File: config.mk
export PLATFORM = sky130hd
export DESIGN_NAME = capture_word_packer
export DESIGN_NICKNAME = d
export VERILOG_FILES = /design/src/rtl/capture_word_packer.sv
export SDC_FILE = /design/constraint.sdc
export NUM_CORES = 1
export LEC_CHECK = 0
export ABC_AREA = 1
export ABC_CLOCK_PERIOD_IN_PS = 3500
export BUFFER_PORTS_ARGS = -buffer_cell sky130_fd_sc_hd__buf_2
export CAP_MARGIN = 20
export CELL_PAD_IN_SITES_DETAIL_PLACEMENT = 1
export CELL_PAD_IN_SITES_GLOBAL_PLACEMENT = 2
export CORE_MARGIN = 2
export CORE_UTILIZATION = 37
export DETAILED_ROUTE_END_ITERATION = 7
export HOLD_SLACK_MARGIN = 0.06
export PLACE_DENSITY_LB_ADDON = 0.3
export REMOVE_ABC_BUFFERS = 1
export SYNTH_ARGS = -nofsm -noshare
export SYNTH_HDL_FRONTEND = slang
export SYNTH_SLANG_ARGS = --single-unit
File: constraint.sdc
create_clock -name clk_i -period 3.5 [get_ports clk_i]
set_clock_uncertainty 0.1 [all_clocks]
set_input_delay 0.525 -clock clk_i [delete_from_list [all_inputs] [get_ports clk_i]]
set_output_delay 0.525 -clock clk_i [all_outputs]
set_load 0.01 [all_outputs]
File: src/rtl/capture_word_packer.sv
// Byte-to-word packer: little-endian lanes, flush/timeout end markers, xorshift test pattern.
// Latency: word appears 1 cycle after its last byte or flush; backpressure holds the output and drops in_ack_o once BYTES-1 bytes wait.
module capture_word_packer #(
    parameter int          BYTES   = 2,
    parameter int          TIMEOUT = 1024,
    parameter logic [7:0]  PAD     = 8'h00,
    parameter logic [15:0] SEED    = 16'h6c51
) (
    input  logic                 clk_i,
    input  logic                 reset_n_i,
    input  logic                 clear_i,
    input  logic [7:0]           in_data_i,
    input  logic                 in_valid_i,
    output logic                 in_ack_o,
    input  logic                 flush_i,
    input  logic                 test_i,
    output logic [8*BYTES-1:0]   out_data_o,
    output logic [3:0]           out_bytes_o,
    output logic                 out_last_o,
    output logic                 out_valid_o,
    input  logic                 out_ready_i
);

    localparam int              TW      = $clog2(TIMEOUT);
    localparam logic [3:0]      FULL    = 4'(BYTES);
    localparam logic [3:0]      FULL_M1 = 4'(BYTES - 1);
    localparam logic [TW-1:0]   TMO_M1  = TW'(TIMEOUT - 1);

    function automatic logic [15:0] xorshift16(input logic [15:0] s);
        logic [15:0] t1;
        logic [15:0] t2;
        t1 = s ^ (s << 7);
        t2 = t1 ^ (t1 >> 9);
        return t2 ^ (t2 << 8);
    endfunction

    logic [BYTES-1:0][7:0] lane_q;
    logic [3:0]            fill_q, fill_d, fill_nxt;
    logic [TW-1:0]         timer_q, timer_d;
    logic                  pend_q, pend_d;
    logic                  test_q;
    logic [15:0]           rng_q, rng_d;

    logic                  ov_d, ol_d;
    logic [8*BYTES-1:0]    od_d;
    logic [3:0]            ob_d;

    logic                  slot_free, word_done, timeout_hit, flush_req, emit;
    logic [8*BYTES-1:0]    word_c, rep_c;

    assign slot_free   = !out_valid_o || out_ready_i;
    assign in_ack_o    = in_valid_i && !test_i && !clear_i && ((fill_q < FULL_M1) || slot_free);
    assign fill_nxt    = fill_q + {3'b000, in_ack_o};
    assign word_done   = in_ack_o && (fill_q == FULL_M1);
    assign timeout_hit = (fill_q != 4'd0) && (timer_q == TMO_M1);
    assign flush_req   = pend_q || flush_i || timeout_hit;
    // The cycle leaving test mode is reserved for dropping out_valid_o.
    assign emit        = slot_free && !test_q && (word_done || flush_req);

    // Word as it would look with this cycle's byte merged in.
    always_comb begin
        word_c = '0;
        rep_c  = '0;
        for (int k = 0; k < BYTES; k++) begin
            if (4'(k) < fill_q)
                word_c[8*k +: 8] = lane_q[k];
            else if (4'(k) == fill_q && in_ack_o)
                word_c[8*k +: 8] = in_data_i;
            else
                word_c[8*k +: 8] = PAD;
            rep_c[8*k +: 8] = (k % 2 == 1) ? rng_q[15:8] : rng_q[7:0];
        end
    end

    always_comb begin
        fill_d  = fill_q;
        timer_d = timer_q;
        pend_d  = pend_q;
        rng_d   = rng_q;
        ov_d    = out_valid_o && !out_ready_i;
        od_d    = out_data_o;
        ob_d    = out_bytes_o;
        ol_d    = out_last_o;
        if (test_i) begin
            fill_d  = 4'd0;
            timer_d = '0;
            pend_d  = 1'b0;
            if (slot_free) begin
                ov_d  = 1'b1;
                od_d  = rep_c;
                ob_d  = FULL;
                ol_d  = 1'b0;
                rng_d = xorshift16(rng_q);
            end
        end else begin
            rng_d  = SEED;
            fill_d = fill_nxt;
            if (test_q)
                ov_d = 1'b0;
            if (emit) begin
                ov_d   = 1'b1;
                od_d   = word_c;
                ob_d   = fill_nxt;
                ol_d   = flush_req;
                fill_d = 4'd0;
            end
            pend_d = emit ? 1'b0 : (pend_q || flush_i);
            // Timer saturates so a stalled timeout keeps retrying.
            if (in_ack_o || fill_d == 4'd0)
                timer_d = '0;
            else if (timer_q != TMO_M1)
                timer_d = timer_q + TW'(1);
        end
    end

    always_ff @(posedge clk_i or negedge reset_n_i) begin
        if (!reset_n_i) begin
            lane_q      <= '0;
            fill_q      <= 4'd0;
            timer_q     <= '0;
            pend_q      <= 1'b0;
            test_q      <= 1'b0;
            rng_q       <= SEED;
            out_valid_o <= 1'b0;
            out_data_o  <= '0;
            out_bytes_o <= 4'd0;
            out_last_o  <= 1'b0;
        end else if (clear_i) begin
            lane_q      <= '0;
            fill_q      <= 4'd0;
            timer_q     <= '0;
            pend_q      <= 1'b0;
            test_q      <= 1'b0;
            rng_q       <= SEED;
            out_valid_o <= 1'b0;
            out_data_o  <= '0;
            out_bytes_o <= 4'd0;
            out_last_o  <= 1'b0;
        end else begin
            for (int k = 0; k < BYTES; k++)
                if (in_ack_o && fill_q == 4'(k))
                    lane_q[k] <= in_data_i;
            fill_q      <= fill_d;
            timer_q     <= timer_d;
            pend_q      <= pend_d;
            test_q      <= test_i;
            rng_q       <= rng_d;
            out_valid_o <= ov_d;
            out_data_o  <= od_d;
            out_bytes_o <= ob_d;
            out_last_o  <= ol_d;
        end
    end

endmodule
==> out/results.txt, run 1 <==
status -> finished, final reports clean
first-pass GRT wire length -> 15700 µm
Leak -> 0.00223 µW
combinational share of power -> 0.127
final antenna diode count -> 0
clock power share -> 0.466
Hold WS -> 0.117 ns
gr usage total -> 0.198
TritonCTS clock tree -> done
post-synthesis sequential area ratio -> 0.487
I/O pin count -> 38
Reg clk slew, reported paths -> 0.07 ns
IO buf count -> 37
Die W -> 103 µm
Worst path top cell family by delay -> simple AND/OR/NAND/NOR gates
Final Max Tran Viols -> 0
Hold Fails Final Rpt -> 0
Distinct cells, synth -> 33
TritonCTS buffer count -> 9
Power, Total -> 2200 µW
die area -> 10600 µm²
Worst slew margin -> 0.321
fin area -> 4270 µm²
Pre-antenna DRT Iters -> 4
Final setup viols -> 0
CP endpoint kind -> flop
crit-path max FO -> 9
Hold Crit Class -> in -> async
vias in the first global route -> 3089
MaxCap Viol Count -> 0
Switch Pwr -> 530 µW
# hold bufs at CTS -> 0
grt ovf -> 0
Syn Area/Cell -> 8.02 µm²
Worst-Margin Slew -> 1.01 ns
share of cells above drive strength 1 -> 0.174
CP startpoint kind -> flop
initial core utilization -> 0.375
worst skew pair latency -> 0.35 ns
max frequency -> 0.369 GHz
utilization after layout -> 0.443
pwr/cell area -> 515 nW/µm²
CTS root buffer -> clkbuf_8
die height -> 103 µm
Syn Inst Count -> 451
post-CTS sizing -> 0
Sw Ratio -> 0.241
worst endpoint data arrival time -> 2.85 ns
Tmin final -> 2.71 ns
DRC viols -> 0
area grow syn2layout -> 18.1%
Max IR drop VDD -> 0.223 mV
via count -> 3090
largest net degree at the start of global routing -> 31
Starting DRT DRC Count -> 71
Worst Path Required -> 3.64 ns
CP max stage cell -> dfrtp_1
critical path, cell by cell -> nor2_1 > nand2_1 > nor2_2 > buf_4 > nor2_1 > inv_1 > ha_1 > ha_1 > xnor2_1 > nand3_1 > nand2_1 > inv_1 > nand2_1 > nor2_1
Seq pwr share -> 0.407
row count -> 36
TNS Setup -> 0 ns
Routed WL per cell -> 15.4 µm
worst path bufs/invs -> 3
most frequent cells in the layout -> nand2_1, dfrtp_1, nand3_1, buf_2, inv_1
slowest cell delay on critical path -> 0.42 ns
clock buffer depth -> 2
core area -> 9640 µm²
number of synthesized register bits -> 70
most common cell after layout, fill and taps aside -> nand2_1
Layout Nets -> 513
H-tree depth -> 3
WS Path Type -> reg -> reg
total routed wirelength -> 9770 µm
post-route ant nets -> 0
Final period util -> 0.773
initial antenna violation count -> 0
Post-Syn Area -> 3620 µm²
synth warn -> 0
setup repair bufs after CTS -> 0
P_int -> 1670 µW
gp weighted congestion -> 0.843
HPWL after DPL -> 7090 µm
Sink Count -> 70
RSZ-0062 raised after global routing -> false
DR vias/cell -> 4.88
Placed Area -> 3950 µm²
metal layers:
layer,track usage,vias up,share of wire
met2,0.330,47,0.48
met3,0.0292,15,0.024
met5,0,-,0
li1,-,1518,-
met4,0.0800,0,0.021
met1,0.258,1510,0.48
cells in the mapped netlist:
master / instances / area share
nor3b_1: 2 / 0.0042
buf_6: 3 / 0.0093
nor2_1: 31 / 0.032
nand2_2: 3 / 0.0052
a31oi_1: 1 / 0.0017
nor3_1: 1 / 0.0014
ha_1: 3 / 0.010
o21bai_1: 2 / 0.0042
o22ai_1: 3 / 0.0052
o21ai_0: 26 / 0.036
nor2_8: 1 / 0.0055
or2_2: 2 / 0.0035
xor2_1: 11 / 0.027
nor2_4: 3 / 0.0093
mux2i_1: 1 / 0.0028
nand3_1: 50 / 0.069
nor2_2: 4 / 0.0069
clkbuf_1: 3 / 0.0031
or2_1: 1 / 0.0017
nand4_1: 1 / 0.0017
inv_2: 1 / 0.0010
a21oi_1: 11 / 0.015
dfstp_2: 7 / 0.051
nor3_2: 1 / 0.0028
a31o_2: 1 / 0.0024
nand2_1: 155 / 0.16
buf_2: 6 / 0.0083
nand2_4: 2 / 0.0062
nand3_2: 1 / 0.0028
inv_1: 36 / 0.037
xnor2_1: 14 / 0.034
dfrtp_1: 63 / 0.44
nand3b_1: 1 / 0.0021
power groups by stage:
| stage | Combinational, µW | Clock, µW | Sequential [µW] |
|---|---|---|---|
| global placement | 277 | 0 | 908 |
| detailed placement | 283 | 0 | 911 |
| finish | 280 | 1030 | 895 |
| CTS | 286 | 1050 | 896 |
| global route | 319 | 1080 | 901 |
| floorplan | 175 | 0 | 911 |
worst paths after layout:
check                              startpoint            end  slack, ns  cells past startpoint
min in group clk_i               in_data_i[1]      lane_q[1]       0.33                      3
worst min register to register  out_data_o[0]  out_data_o[0]       0.37                      2
worst min-delay path                reset_n_i     timer_q[4]       0.12                      1
max in group asynchronous           reset_n_i      rep_c[13]       2.36                      2
worst max register to register      fill_q[1]     timer_q[9]       0.79                     14
worst max-delay path                fill_q[1]     timer_q[9]       0.79                     14
flip-flops by register name, indices dropped and copies added (netlist names):
signal       count
lane_q          16
out_last_o       1
out_valid_o      1
test_q           1
out_bytes_o      4
timer_q         10
fill_q           4
rep_c           16
out_data_o      16
pend_q           1
per-stage QoR:
| step | setup slack, ns | instances |
|---|---|---|
| 4_1_cts | 0.830 | 633 |
| 3_3_place_gp | 0.748 | 617 |
| 6_report | 0.793 | 633 |
| 5_1_grt | 0.581 | 633 |
| 2_1_floorplan | 0.948 | 439 |
| 3_5_place_dp | 0.589 | 617 |
worst register-to-register path: stages (launching register included):
cell and delay [ns]:
dfrtp_1 0.42, nor2_1 0.08, nand2_1 0.19, nor2_2 0.05, buf_4 0.17, nor2_1 0.21, inv_1 0.07, ha_1 0.20
ha_1 0.19, xnor2_1 0.29, nand3_1 0.12, nand2_1 0.15, inv_1 0.12, nand2_1 0.16, nor2_1 0.07
kinds of logic (layout without fill, tap and decap cells):
logic type               count (synthesis)  count (layout)  share of synthesized area
flip-flops                              70              70                      0.487
AO/OA/AOI/OAI                           44              44                     0.0647
AND/OR/NAND/NOR                        259             259                      0.316
buffers and inverters                   49              98                     0.0592
adder cells (fa/ha/maj)                  3               3                     0.0104
XOR/XNOR                                25              25                     0.0606
multiplexers                             1               1                    0.00277
final cells by class:
type | instances | area [µm²]
inverter | 37 | 139
clock inverter | 6 | 180
timing repair buffer | 45 | 245
sequential | 70 | 1760
multi-input combinational | 332 | 1640
clock buffer | 10 | 138
fill | 1240 | 5370
tap | 133 | 166
No activity file was read; power rests on OpenSTA's default activity.
==> inputs of run 2 (changes only) <==
--- a/config.mk
+++ b/config.mk
@@ -6,13 +6,13 @@
 export NUM_CORES = 1
 export LEC_CHECK = 0
 export ABC_AREA = 1
-export ABC_CLOCK_PERIOD_IN_PS = 3500
+export ABC_CLOCK_PERIOD_IN_PS = 2600
 export BUFFER_PORTS_ARGS = -buffer_cell sky130_fd_sc_hd__buf_2
 export CAP_MARGIN = 20
 export CELL_PAD_IN_SITES_DETAIL_PLACEMENT = 1
 export CELL_PAD_IN_SITES_GLOBAL_PLACEMENT = 2
 export CORE_MARGIN = 2
-export CORE_UTILIZATION = 37
+export CORE_UTILIZATION = 35
 export DETAILED_ROUTE_END_ITERATION = 7
 export HOLD_SLACK_MARGIN = 0.06
 export PLACE_DENSITY_LB_ADDON = 0.3
==> constraint.sdc (replaced) <==
create_clock -name clk_i -period 2.6 [get_ports clk_i]
set_clock_uncertainty 0.1 [all_clocks]
set_input_delay 0.39 -clock clk_i [delete_from_list [all_inputs] [get_ports clk_i]]
set_output_delay 0.39 -clock clk_i [all_outputs]
set_load 0.01 [all_outputs]
==> run 2 against run 1 <==
Effect of this change: core utilization fell by 2.5 points; worst setup slack got worse by 0.53 ns; cell count rose by 1.4%; largest cell class unchanged; combinational power rose by 41%; critical endpoint unchanged; first-iteration DRC count is 44% higher; clock power fell by 3%; largest power group is now registers; hold slack better by 0.076 ns.
==> out/results.txt, run 2 (synthesis gave the netlist of run 1 again) <==
most common cell after layout, fill and taps aside -> nand2_1 (unchanged)
H-tree depth -> 3 (unchanged)
first-pass GRT wire length -> 16600 µm (was 15700 µm)
Reg clk slew, reported paths -> 0.08 ns (was 0.07 ns)
gr usage total -> 0.191 (was 0.198)
die height -> 106 µm (was 103 µm)
Leak -> 0.00222 µW (was 0.00223 µW)
Max IR drop VDD -> 0.227 mV (was 0.223 mV)
worst path bufs/invs -> 2 (was 3)
CTS root buffer -> clkbuf_8 (unchanged)
CP endpoint kind -> flop (unchanged)
slowest cell delay on critical path -> 0.42 ns (about the same)
Final setup viols -> 0 (unchanged)
share of cells above drive strength 1 -> 0.184 (was 0.174)
Hold Fails Final Rpt -> 0 (unchanged)
Sink Count -> 70 (unchanged)
area grow syn2layout -> 17.8% (was 18.1%)
Final period util -> 0.900 (was 0.773)
Routed WL per cell -> 15.7 µm (was 15.4 µm)
grt ovf -> 0 (unchanged)
DR vias/cell -> 4.83 (was 4.88)
Worst-Margin Slew -> 1.05 ns (was 1.01 ns)
Final Max Tran Viols -> 0 (unchanged)
total routed wirelength -> 10100 µm (was 9770 µm)
Starting DRT DRC Count -> 102 (was 71)
core area -> 10200 µm² (was 9640 µm²)
clock buffer depth -> 2 (unchanged)
Pre-antenna DRT Iters -> 4 (unchanged)
Tmin final -> 2.34 ns (was 2.71 ns)
die area -> 11200 µm² (was 10600 µm²)
CP startpoint kind -> flop (unchanged)
initial core utilization -> 0.355 (was 0.375)
Worst Path Required -> 2.74 ns (was 3.64 ns)
initial antenna violation count -> 0 (unchanged)
worst skew pair latency -> 0.35 ns (about the same)
gp weighted congestion -> 0.788 (was 0.843)
TNS Setup -> 0 ns (unchanged)
post-route ant nets -> 0 (unchanged)
RSZ-0062 raised after global routing -> false (unchanged)
critical path, cell by cell -> nor2_1 > nand2_1 > nor2_2 > nor2_1 > inv_1 > ha_1 > nand3_1 > xor2_1 > nand3_1 > nand2_1 > inv_1 > nand2_1 > nor2_1 (was nor2_1 > nand2_1 > nor2_2 > buf_4 > nor2_1 > inv_1 > ha_1 > ha_1 > xnor2_1 > nand3_1 > nand2_1 > inv_1 > nand2_1 > nor2_1)
max frequency -> 0.427 GHz (was 0.369 GHz)
HPWL after DPL -> 7330 µm (was 7090 µm)
IO buf count -> 37 (unchanged)
Layout Nets -> 519 (was 513)
Die W -> 106 µm (was 103 µm)
vias in the first global route -> 3278 (was 3089)
TritonCTS clock tree -> done (unchanged)
via count -> 3103 (was 3090)
crit-path max FO -> 5 (was 9)
status -> finished, final reports clean (unchanged)
Worst slew margin -> 0.294 (was 0.321)
final antenna diode count -> 0 (unchanged)
WS Path Type -> reg -> reg (unchanged)
Worst path top cell family by delay -> simple AND/OR/NAND/NOR gates (unchanged)
most frequent cells in the layout -> nand2_1, dfrtp_1, nand3_1, buf_2, inv_1 (unchanged)
fin area -> 4260 µm² (was 4270 µm²)
Reg2Reg Setup Slack -> 0.26 ns (was 0.79 ns)
worst endpoint data arrival time -> 2.48 ns (was 2.85 ns)
Hold Crit Class -> in -> reg (was in -> async)
DRC viols -> 0 (unchanged)
row count -> 37 (was 36)
Placed Area -> 4020 µm² (was 3950 µm²)
TritonCTS buffer count -> 9 (unchanged)
CP max stage cell -> dfrtp_1 (unchanged)
Filler cells -> 1272 (was 1240)
I/O pin count -> 38 (unchanged)
largest net degree at the start of global routing -> 46 (was 31)
pwr/cell area -> 609 nW/µm² (was 515 nW/µm²)
setup repair bufs after CTS -> 0 (unchanged)
MaxCap Viol Count -> 0 (unchanged)
run 2: final timing paths:
path,start,end,cells past startpoint
worst max-delay path,fill_q[2],timer_q[9],13
worst min-delay path,in_data_i[5],lane_q[5],3
worst max register to register,fill_q[2],timer_q[9],13
worst min register to register,out_data_o[12],out_data_o[12],2
max in group asynchronous,reset_n_i,rep_c[14],3
min in group asynchronous,reset_n_i,timer_q[6],2
run 2: power by group:
part	switching [µW]	internal [µW]	total, µW	leakage [µW]
clock	431	563	994	0.000108
combinational	250	146	396	0.00118
sequential	48.3	1160	1200	0.000932
run 2: worst min-delay path, stage by stage:
cell	delay [ns]
buf_2	0.09
nand2_1	0.06
o21ai_0	0.07
run 2: through the flow:
stage                     cells  utilization  worst slack (ns)  total power [µW]  hold slack (ns)
after detailed placement    625        0.395            0.0587              1630            0.352
after global routing        642        0.418            0.0577              2720            0.218
after floorplan             439            -             0.183              1460         -0.00559
final                       642        0.418             0.260              2590            0.193
after global placement      625        0.395             0.171              1610            0.350
after CTS                   642        0.417             0.180              2620            0.184
run 2: layout make-up:
type | instances | area [µm²] | share of cell area
well taps | 136 | 170 | 0.0400
inverters | 37 | 139 | 0.0326
clock buffers | 10 | 138 | 0.0323
repair buffers | 51 | 318 | 0.0746
multi-input cells | 332 | 1650 | 0.387
flip-flops and latches | 70 | 1760 | 0.413
clock inverters | 6 | 85.1 | 0.0200
run 2: what timing repair did:
action                                  in CTS  in global routing
hold buffers                                 1                  0
resized for setup                            0                  1
endpoints found under the setup margin       0                  3
hold endpoints to repair                    25                  0
run 2: layer usage:
| layer | vias to the layer above | global-route usage | share of wire |
|---|---|---|---|
| li1 | 1525 | - | - |
| met1 | 1520 | 0.243 | 0.46 |
| met2 | 41 | 0.329 | 0.49 |
| met3 | 17 | 0.0241 | 0.020 |
| met4 | 0 | 0.0771 | 0.023 |
| met5 | - | 0 | 0 |
==> inputs of run 3 (changes only) <==
--- a/config.mk
+++ b/config.mk
@@ -5,15 +5,15 @@
 export SDC_FILE = /design/constraint.sdc
 export NUM_CORES = 1
 export LEC_CHECK = 0
-export ABC_AREA = 1
+export ABC_AREA = 0
 export ABC_CLOCK_PERIOD_IN_PS = 2600
-export BUFFER_PORTS_ARGS = -buffer_cell sky130_fd_sc_hd__buf_2
 export CAP_MARGIN = 20
 export CELL_PAD_IN_SITES_DETAIL_PLACEMENT = 1
 export CELL_PAD_IN_SITES_GLOBAL_PLACEMENT = 2
 export CORE_MARGIN = 2
-export CORE_UTILIZATION = 35
+export CORE_UTILIZATION = 40
 export DETAILED_ROUTE_END_ITERATION = 7
+export DONT_BUFFER_PORTS = 1
 export HOLD_SLACK_MARGIN = 0.06
 export PLACE_DENSITY_LB_ADDON = 0.3
 export REMOVE_ABC_BUFFERS = 1
==> run 3 against run 2 <==
Effect of this change: critical endpoint is now timer_q[8]; worst setup slack gained 0.041 ns; die area is 12% lower; global-route usage rose by 1.2 points; clock-buffer cell count fell by 1; combinational power shrank 14%; critical path depth fell by 4; design area down 6.7%; cell count down 24%; fmax increased by 1.8%; synthesized cell count shrank 19%.
==> out/results.txt, run 3 <==
H-tree depth -> 3 (unchanged)
most frequent cells after synthesis -> dfrtp_1, nor2_1, nand2_1 (was nand2_1, dfrtp_1, nand3_1)
Final Max Tran Viols -> 0 (unchanged)
final antenna diode count -> 0 (unchanged)
Sink Count -> 70 (unchanged)
MaxCap Viol Count -> 0 (unchanged)
Distinct cells, synth -> 45 (was 33)
Leak -> 0.00175 µW (was 0.00222 µW)
Starting DRT DRC Count -> 186 (was 102)
HP Start -> in_data_i[2] (was in_data_i[5])
Syn Area/Cell -> 9.89 µm² (was 8.02 µm²)
total routed wirelength -> 9460 µm (was 10100 µm)
row count -> 34 (was 37)
first-pass GRT wire length -> 15600 µm (was 16600 µm)
setup repair bufs after CTS -> 0 (unchanged)
CP startpoint kind -> flop (unchanged)
gr usage total -> 0.204 (was 0.191)
Final period util -> 0.884 (was 0.900)
die height -> 98.9 µm (was 106 µm)
share of cells above drive strength 1 -> 0.133 (was 0.184)
initial antenna violation count -> 0 (unchanged)
DR vias/cell -> 5.68 (was 4.83)
most frequent CP cell -> nand3_1
max frequency -> 0.435 GHz (was 0.427 GHz)
TNS Setup -> 0 ns (unchanged)
crit-path max FO -> 7 (was 5)
die area -> 9780 µm² (was 11200 µm²)
Tmin final -> 2.30 ns (was 2.34 ns)
Syn Inst Count -> 364 (was 451)
TritonCTS buffer count -> 9 (unchanged)
Async SR Flop Fraction -> 1.00 (unchanged)
gr busiest metal -> met2 (unchanged)
Seq pwr share -> 0.523 (was 0.464)
initial core utilization -> 0.413 (was 0.355)
Worst slew margin -> 0.502 (was 0.294)
critical path, cell by cell -> nor4_2 > o211a_1 > ha_1 > nand3_1 > xor2_1 > a31oi_1 > nand3_1 > buf_4 > nor2_1 (was nor2_1 > nand2_1 > nor2_2 > nor2_1 > inv_1 > ha_1 > nand3_1 > xor2_1 > nand3_1 > nand2_1 > inv_1 > nand2_1 > nor2_1)
WS Path Type -> reg -> reg (unchanged)
core area -> 8720 µm² (was 10200 µm²)
Pre-antenna DRT Iters -> 4 (unchanged)
post-route ant nets -> 0 (unchanged)
grt ovf -> 0 (unchanged)
Reg2Reg Setup Slack -> 0.30 ns (was 0.26 ns)
Sw Ratio -> 0.300 (was 0.281)
GRT met3 Usage -> 0.0433 (was 0.0241)
TritonCTS clock tree -> done (unchanged)
Hold Crit Class -> in -> reg (unchanged)
Routed WL per cell -> 19.5 µm (was 15.7 µm)
worst skew pair latency -> 0.34 ns (was 0.35 ns)
status -> finished, final reports clean (unchanged)
hold depth -> 2 (was 3)
combinational share of power -> 0.144 (was 0.153)
CP endpoint kind -> flop (unchanged)
slowest cell delay on critical path -> 0.43 ns (was 0.42 ns)
CP max stage cell -> dfrtp_1 (unchanged)
DRC viols -> 0 (unchanged)
clock buffer depth -> 2 (unchanged)
gp weighted congestion -> 0.799 (was 0.788)
Die W -> 98.9 µm (was 106 µm)
Min-Delay Endpoint -> lane_q[10] (was lane_q[5])
Yosys top cell by area -> dfrtp_1 (unchanged)
HPWL after DPL -> 6590 µm (was 7330 µm)
Worst Path Required -> 2.77 ns (was 2.74 ns)
top cell type's share of synthesized area -> 0.438 (was 0.436)
EDFF count, synth -> 0 (unchanged)
worst endpoint data arrival time -> 2.47 ns (was 2.48 ns)
IO buf count -> 0 (was 37)
Worst path top cell family by delay -> simple AND/OR/NAND/NOR gates (unchanged)
RSZ-0062 raised after global routing -> false (unchanged)
pwr/cell area -> 593 nW/µm² (was 609 nW/µm²)
via count -> 2756 (was 3103)
most frequent cells in the layout -> dfrtp_1, nor2_1, nand2_1, o21ai_0, nand3_1 (was nand2_1, dfrtp_1, nand3_1, buf_2, inv_1)
most common cell after layout, fill and taps aside -> dfrtp_1 (was nand2_1)
number of synthesized register bits -> 70 (unchanged)
Post-Syn Area -> 3600 µm² (was 3620 µm²)
synth warn -> 0 (unchanged)
CTS root buffer -> clkbuf_8 (unchanged)
top-count cell post-synth -> dfrtp_1 (was nand2_1)
Final setup viols -> 0 (unchanged)
post-synthesis sequential area ratio -> 0.489 (was 0.487)
met1 Use GR -> 0.288 (was 0.243)
I/O pin count -> 38 (unchanged)
P_int -> 1650 µW (was 1870 µW)
Switch Pwr -> 708 µW (was 729 µW)
Max IR drop VDD -> 0.252 mV (was 0.227 mV)
Worst-Margin Slew -> 0.745 ns (was 1.05 ns)
vias in the first global route -> 2983 (was 3278)
Filler cells -> 1003 (was 1272)
Power, Total -> 2360 µW (was 2590 µW)
Worst R2R End -> timer_q[8] (was timer_q[9])
largest net degree at the start of global routing -> 71 (was 46)
met2 Usage GRT -> 0.315 (was 0.329)
worst path bufs/invs -> 1 (was 2)
Hold Fails Final Rpt -> 0 (unchanged)
R2R depth -> 9 (was 13)
area grow syn2layout -> 10.4% (was 17.8%)
top post-synthesis cells by area -> dfrtp_1, mux2i_1, dfstp_2 (was dfrtp_1, nand2_1, nand3_1)
Layout Nets -> 390 (was 519)
Reg clk slew, reported paths -> 0.08 ns (about the same)
clock power share -> 0.334 (was 0.383)
reg-to-reg startpoint -> fill_q[2] (unchanged)
Post-synth top flop -> dfrtp_1 (unchanged)
[run 3: metal layers]
metal	up-vias	wire, µm
met5	-	0
met3	4	349
met4	0	56
met2	51	4490
li1	1296	-
met1	1405	4560
[run 3: cell families (layout without fill, tap and decap cells)]
| group | Yosys count | after routing | share of synthesized area |
|---|---|---|---|
| and+or+nand+nor | 128 | 128 | 0.174 |
| DFF | 70 | 70 | 0.489 |
| muxes | 28 | 28 | 0.0810 |
| buffers and inverters | 32 | 45 | 0.0396 |
| adders and majority gates | 3 | 3 | 0.0104 |
| AOI/OAI and AO/OA | 72 | 72 | 0.131 |
| xor gates and xnor gates | 31 | 31 | 0.0754 |
[run 3: what timing repair did]
| item | CTS | global route |
|---|---|---|
| gates resized for setup | 0 | 0 |
| endpoints found under the hold margin | 87 | 0 |
| hold buffers | 6 | 0 |
[run 3: layout make-up]
| type | instances | area, µm² | share of cell area |
|---|---|---|---|
| sequential | 70 | 1760 | 0.443 |
| clock inverter | 7 | 51.3 | 0.0129 |
| timing repair buffer | 17 | 160 | 0.0403 |
| clock buffer | 9 | 124 | 0.0312 |
| tap | 108 | 135 | 0.0340 |
| inverter | 12 | 45.0 | 0.0113 |
| multi-input combinational | 262 | 1700 | 0.427 |
[run 3: worst max path at each step]
stage	slack, ns	cells after the start	end	start
after floorplan	0.05	8	timer_q[4]	fill_q[3]
after global placement	0.39	9	timer_q[1]	fill_q[2]
after detailed placement	0.32	9	timer_q[8]	fill_q[2]
after CTS	0.30	9	timer_q[8]	fill_q[2]
after global routing	0.12	9	timer_q[6]	fill_q[2]
final	0.30	9	timer_q[8]	fill_q[2]
[run 3: power groups by stage]
| stage | logic (µW) | clock network [µW] | registers [µW] |
|---|---|---|---|
| 2_1_floorplan | 242 | 0 | 1230 |
| 3_3_place_gp | 290 | 0 | 1250 |
| 3_5_place_dp | 303 | 0 | 1260 |
| 4_1_cts | 343 | 810 | 1230 |
| 5_1_grt | 380 | 860 | 1240 |
| 6_report | 339 | 787 | 1230 |
[run 3: stage by stage]
step | worst slack [ns] | utilization | hold slack, ns | cell area [µm²] | cells
4_1_cts | 0.295 | 0.456 | 0.0713 | 3970 | 485
3_3_place_gp | 0.388 | 0.427 | -0.00408 | 3720 | 463
6_report | 0.301 | 0.456 | 0.0785 | 3970 | 485
3_5_place_dp | 0.322 | 0.427 | -0.00414 | 3720 | 463
2_1_floorplan | 0.0529 | - | -0.00559 | 3500 | 344
5_1_grt | 0.121 | 0.456 | 0.0769 | 3970 | 485
